==> config.mk <==
export PLATFORM = sky130hd
export DESIGN_NAME = dram_arbiter
export DESIGN_NICKNAME = d
export VERILOG_FILES = /design/src/rtl/dram_arbiter.sv
export SDC_FILE = /design/constraint.sdc
export NUM_CORES = 1
export LEC_CHECK = 0
export BUFFER_PORTS_ARGS = -buffer_cell sky130_fd_sc_hd__buf_2
export CAP_MARGIN = 20
export CORE_UTILIZATION = 52
export CTS_BUF_LIST = sky130_fd_sc_hd__clkbuf_8 sky130_fd_sc_hd__clkbuf_16
export DETAILED_ROUTE_END_ITERATION = 7
export GPL_ROUTABILITY_DRIVEN = 0
export MAX_ROUTING_LAYER = met4
export PLACE_DENSITY = 0.86
export SYNTH_ARGS = -nofsm -noshare
export SYNTH_HDL_FRONTEND = slang
export SYNTH_SLANG_ARGS = --single-unit
export TNS_END_PERCENT = 50
==> constraint.sdc <==
create_clock -name CLK -period 4.34 [get_ports CLK]
set_input_delay 0.217 -clock CLK [delete_from_list [all_inputs] [get_ports CLK]]
set_output_delay 0.217 -clock CLK [all_outputs]
set_load 0.01 [all_outputs]
==> src/rtl/dram_arbiter.sv <==
// dram_arbiter: shares the DRAM sequencer between CPU, DMA and refresh.
// Define DRAM_ARB_DMA_EN to enable the DMA port and CPU/DMA round-robin.
module dram_arbiter #(
   parameter int REFRESH_INTERVAL = 20,
   parameter int MAX_PENDING      = 4
) (
   input  logic        CLK,
   input  logic        RST,
   input  logic        CPU_REQ,
   input  logic [21:0] CPU_ADDR,
   output logic        DTACK_DRAM,
   input  logic        DMA_REQ,
   input  logic [21:0] DMA_ADDR,
   output logic        DMA_ACK,
   output logic        SEQ_REQ,
   output logic        SEQ_REFRESH,
   output logic [21:0] SEQ_ADDR,
   input  logic        SEQ_ACK
);

   typedef enum logic [2:0] {
      IDLE,
      CPU_ACC,
      CPU_HOLD,
      DMA_ACC,
      REF_ACC
   } state_t;

   localparam logic [11:0] TICK_LAST = 12'(REFRESH_INTERVAL - 1);
   localparam logic [2:0]  PEND_MAX  = 3'(MAX_PENDING);

   state_t      state;
   logic [11:0] tick;
   logic [2:0]  pending;
   logic        last_cpu;
   logic        cpu_served;

   logic wrap;
   logic urgent;
   logic ref_done;
   logic cpu_elig;
   logic dma_elig;
   logic cpu_win;
   logic dma_win;

   assign wrap     = (tick == TICK_LAST);
   assign urgent   = (pending == PEND_MAX);
   assign ref_done = (state == REF_ACC) && SEQ_ACK;
   assign cpu_elig = CPU_REQ && !cpu_served;

`ifdef DRAM_ARB_DMA_EN
   assign dma_elig = DMA_REQ;
`else
   logic unused_dma;
   assign unused_dma = ^{DMA_REQ, DMA_ADDR};
   assign dma_elig   = 1'b0;
`endif

   // on a CPU/DMA tie the master not served last wins
   assign cpu_win = cpu_elig && (!dma_elig || !last_cpu);
   assign dma_win = dma_elig && !cpu_win;

   always_ff @(posedge CLK or negedge RST) begin
      if (!RST) begin
         tick    <= '0;
         pending <= '0;
      end else begin
         tick <= wrap ? '0 : tick + 12'd1;
         if (wrap && !ref_done) begin
            if (!urgent)
               pending <= pending + 3'd1;
         end else if (ref_done && !wrap) begin
            pending <= pending - 3'd1;
         end
      end
   end

   always_ff @(posedge CLK or negedge RST) begin
      if (!RST) begin
         state       <= IDLE;
         last_cpu    <= 1'b0;
         cpu_served  <= 1'b0;
         SEQ_REQ     <= 1'b0;
         SEQ_REFRESH <= 1'b0;
         SEQ_ADDR    <= '0;
         DTACK_DRAM  <= 1'b1;
         DMA_ACK     <= 1'b0;
      end else begin
         DMA_ACK <= 1'b0;
         if (!CPU_REQ)
            cpu_served <= 1'b0;
         unique case (state)
            IDLE: begin
               if (urgent) begin
                  state       <= REF_ACC;
                  SEQ_REQ     <= 1'b1;
                  SEQ_REFRESH <= 1'b1;
                  SEQ_ADDR    <= '0;
               end else if (cpu_win) begin
                  state       <= CPU_ACC;
                  SEQ_REQ     <= 1'b1;
                  SEQ_REFRESH <= 1'b0;
                  SEQ_ADDR    <= CPU_ADDR;
                  last_cpu    <= 1'b1;
               end else if (dma_win) begin
                  state       <= DMA_ACC;
                  SEQ_REQ     <= 1'b1;
                  SEQ_REFRESH <= 1'b0;
                  SEQ_ADDR    <= DMA_ADDR;
                  last_cpu    <= 1'b0;
               end else if (pending != 3'd0) begin
                  state       <= REF_ACC;
                  SEQ_REQ     <= 1'b1;
                  SEQ_REFRESH <= 1'b1;
                  SEQ_ADDR    <= '0;
               end
            end
            CPU_ACC: begin
               if (SEQ_ACK) begin
                  SEQ_REQ  <= 1'b0;
                  SEQ_ADDR <= '0;
                  // an aborted bus cycle finishes silently
                  if (CPU_REQ) begin
                     state      <= CPU_HOLD;
                     DTACK_DRAM <= 1'b0;
                     cpu_served <= 1'b1;
                  end else begin
                     state <= IDLE;
                  end
               end
            end
            CPU_HOLD: begin
               if (!CPU_REQ) begin
                  state      <= IDLE;
                  DTACK_DRAM <= 1'b1;
               end
            end
            DMA_ACC: begin
               if (SEQ_ACK) begin
                  state    <= IDLE;
                  SEQ_REQ  <= 1'b0;
                  SEQ_ADDR <= '0;
                  DMA_ACK  <= 1'b1;
               end
            end
            REF_ACC: begin
               if (SEQ_ACK) begin
                  state       <= IDLE;
                  SEQ_REQ     <= 1'b0;
                  SEQ_REFRESH <= 1'b0;
                  SEQ_ADDR    <= '0;
               end
            end
            default: state <= IDLE;
         endcase
      end
   end

endmodule
# Word level (Yosys, flattened, before mapping)
# Index checks and enable logic that the tools add are counted.
# totals
ff_bits	45
inputBits	49
out_inout_bits	26
# op_classes
addsub	3
eq_ne	14
muxes	35
n_reduce_logical	20
# ops
cell	count
2-to-1 mux 22 bit	4
case mux 22 bit (2 select lines)	1
2-to-1 mux 3 bit	9
2-to-1 mux 1 bit	15
adder 12 x 1 -> 12 bit, second input constant	1
== test 12 x 5 -> 1 bit, second input constant	1
2-to-1 mux 12 bit	1
case mux 3 bit (4 select lines)	1
!= test 2 bit, second input constant	5
AND reduction 4 bit	2
nonzero test 2 bit	4
== test 3 x 2 -> 1 bit, second input constant	2
== test 3 bit, second input constant	2
case mux 1 bit (2 select lines)	3
AND reduction 3 bit	2
logical AND 1 bit	4
!= test 2 x 1 -> 1 bit, second input constant	2
!= test 4 bit, second input constant	1
adder 3 x 1 -> 3 bit, second input constant	1
== test 3 x 1 -> 1 bit, second input constant	1
logical NOT 1 bit	3
logical NOT 3 bit	1
nonzero test 3 bit	1
OR reduction 3 bit	1
4 further kinds	4

# Longest topological paths before layout
# depth
word_depth	6
depth_mapped	9

# Worst setup path before layout
# Ideal clock, no wire load.
# synth_timing
kind	flip-flop to flip-flop
startpoint	register tick[0]
endpoint	register pending[2]
setup_ps	79
arrival_time_ps	2175
t_required_ps	4261
slack_ps	2086
path_stages_with_launch	10
path_buffers	1
path_cell_list	dfrtp_1 ha_1 nor4bb_1 and3_1 buf_2 nand2_1 fa_1 nor3b_1 mux2_2 mux2i_1
# synth_via
elab_chain_len	5
# synth_lines
item	line_no	text
from (decl)	33	logic [11:0] tick;
from (signal assigned)	68	tick <= wrap ? '0 : tick + 12'd1;
== test 12 x 5 -> 1 bit (*)	46	assign wrap = (tick == TICK_LAST);
logical NOT 1 bit	72	end else if (ref_done && !wrap) begin
logical AND 1 bit	72	
nonzero test 2 bit (no source line)	--	
AND reduction 2 bit (no source line)	--	
to (signal assigned)	71	pending <= pending + 3'd1;
to (signal assigned)	73	pending <= pending - 3'd1;
to (decl)	34	logic [2:0] pending;
# Every way passes the cells marked *; elsewhere a longest branch is shown, timed or not.
# A chain may end at the register's enable or synchronous reset.

# Worst setup path after layout
# Ends and elaborated chain as after synthesis.

==> flow_metrics.tcl <==
set metrics [dict create \
    outcome "complete, no violations" \
    rows 22 \
    post-synth-top-area-cell "dfrtp_1" \
    slew_headroom 0.376 \
    worstSetupEndpointType "flip-flop" \
    grt_max_degree 46 \
    die_w_microns 64.3 \
    drt_iter0_drc 64 \
    synthDistinctLibCells 40 \
    clkSlewWorstSetupHoldPaths_ns 0.09 \
    cts.path.max_buffers 2 \
    critPathRequiredTime_ns 4.56 \
    async_reset_ff_frac 1.00 \
    final_cell_count_no_fill 262 \
    hold_violations 0 \
    rsz0062_at_grt "no" \
    synth_warnings 0 \
    p_per_area_mw_per_mm2 629 \
    yosysMostFrequentCell "dfrtp_1" \
    p_total_mw 1.50 \
    post-route-min-period_ns 2.58 \
    num_vias 1409 \
    placed_area_sq_mm 0.00228 \
    synth_seq_cells 45 \
    io_buffers 51 \
    grt_first_pass_wirelength_microns 5900 \
    power.leakage_nw 1.19 \
    fmax_mhz 388 \
    drcViolationCount 0 \
    clock-sinks 45 \
    first_global_vias 1288 \
    critPathKind "reg -> reg" \
    gr-total-overflow 0 \
    netlist.area_leader.share 0.546 \
    setup_tns_ns 0 \
    numCtsBuffers 5 \
    cts_hold_buffers 0 \
    finalCritPeriodShare 0.594 \
    tritoncts "built" \
    max_cap_viol_count 0 \
    clockRootBuffer "clkbuf_8" \
    synth_ff_type "dfrtp_1" \
    ys_seq_area_frac 0.559 \
    final-max-slew-violation-count 0 \
    crit_path_start_kind "flip-flop" \
    wirelength_microns 3650 \
    min-delay-path-class "in -> async" \
    die_h_microns 64.3 \
    die_area_sq_mm 0.00413 \
    core-area_sq_mm 0.00369 \
    synth_edf_count 0 \
    setup_violations 0 \
    htreeDepth 2 \
    syn_avg_cell_area_sq_um 12.6 \
    stdcell_area_sq_mm 0.00238 \
    layout.nets 264 \
    synthesis.nets 211 \
    drtPass1Iterations 4 \
    area_growth_pct 17.9 \
    cp_max_fo 10 \
    ir_worst_vdd_v 0.000421 \
    dp.cells 253 \
    fin_ws_ns 1.76 \
    drive_gt1_frac 0.416 \
    hpwl_microns 2560 \
    wl_per_cell_microns 13.9 \
    synth_common_cells "44 x dfrtp_1, 20 x a22o_2, 10 x nor2_1, 9 x xnor2_1, 7 x nand2_1" \
    viasPerCell 5.38 \
    n_antenna_cell 0 \
    start_util 0.547 \
    ios 75 \
    netlist_area_sq_mm 0.00202 \
    ant_nets 0 \
    grtUsageTotal 0.197 \
    ys_top_cells_by_area "dfrtp_1 55%, a22o_2 9.9%, xnor2_1 3.9%, mux2i_1 3.0%, nor2_1 1.9%" \
    antenna_found_initial 0 \
    cts_resized 0 \
    pre_cts_ws_ns 1.70 \
    skew_ns 0.00702 \
    critical_path_arrival_ns 2.80 \
    cts_setup_buffers 0 \
    synth_cells 160 \
    tightest_slew_ns 0.936 \
    clock_latency_ns 0.30 \
]
==> layout make-up <==
type	instances	area (sq um)
Tap cell	48	60.1
Timing Repair Buffer	54	275
Clock buffer	5	68.8
Multi-Input combinational cell	105	820
Clock inverter	3	21.3
Fill cell	300	1310
Inverter	2	7.51
Sequential cell	45	1130
==> kinds of logic after synthesis <==
kind of cell,synth area share
AOI/OAI and AO/OA,0.168
and+or+nand+nor,0.139
buffers and inverters,0.0353
xor gates and xnor gates,0.0477
muxes,0.0353
DFF,0.559
adders and majority gates,0.0161
==> path summary, 6_finish.rpt <==
check | slack, ns | cells after the start | endpoint | from
worst max-delay path | 1.76 | 8 | pending[2] | tick[0]
worst max register to register | 1.76 | 8 | pending[2] | tick[0]
worst min-delay path | 0.06 | 1 | tick[3] | RST
max in group asynchronous | 3.71 | 1 | state[0] | RST
min in group CLK | 0.14 | 2 | SEQ_ADDR[11] | CPU_ADDR[11]
worst min register to register | 0.49 | 1 | cpu_served | cpu_served
==> metrics by stage <==
stage                     utilization  hold WS [ns]
after floorplan                     -       -0.0786
after global placement          0.619         0.419
after detailed placement        0.619         0.417
after CTS                       0.644        0.0917
after global routing            0.645         0.126
final                           0.645        0.0601
==> sequential cells by signal, indices dropped and copies added, names as in the netlist <==
name / flops
tick: 12
DTACK_DRAM: 1
state: 3
cpu_served: 1
SEQ_ADDR: 22
DMA_ACK: 1
SEQ_REQ: 1
pending: 3
SEQ_REFRESH: 1
==> cells in the final DEF (no fill, tap or decap), drive strengths merged <==
master,count
buf,53
dfrtp,44
a22o,22
nor2,10
xnor2,9
nand2,7
nand3,6
mux2i,6
clkbuf,6
nor3,5
and3,4
a21oi,4
o21a,3
nand2b,3
inv,3
nor4bb,2
and4,2
xor2,2
and2,2
nor3b,2
or2,2
dfstp,1
nand4bb,1
nor4,1
nor2b,1
and3b,1
a211oi,1
a2111oi,1
o21bai,1
mux2,1
o22ai,1
a2bb2oi,1
a21o,1
o2bb2ai,1
fa,1
ha,1
clkinvlp,1
clkinv,1
==> power by group <==
part	switching, mW	internal, mW	total, mW
logic	0.297	0.291	0.588
registers	0.106	0.545	0.652
clock network	0.143	0.114	0.257
total	0.546	0.950	1.50
==> critical path, stage by stage (launching register included) <==
cell	delay (ns)
dfrtp_1	0.41
ha_1	0.27
nor4bb_1	0.27
and3_1	0.47
nand2_1	0.13
fa_1	0.40
nor3b_1	0.15
mux2_2	0.27
mux2i_1	0.13
==> layer usage <==
metal,routed length [microns],part of all wire,track usage,vias to the layer above
met1,1650,0.45,0.237,690
li1,-,-,-,681
met5,0,0,-,-
met4,35,0.0096,0.0917,0
met2,1810,0.50,0.316,34
met3,152,0.042,0.0429,4
No activity file was read; power rests on OpenSTA's default activity.
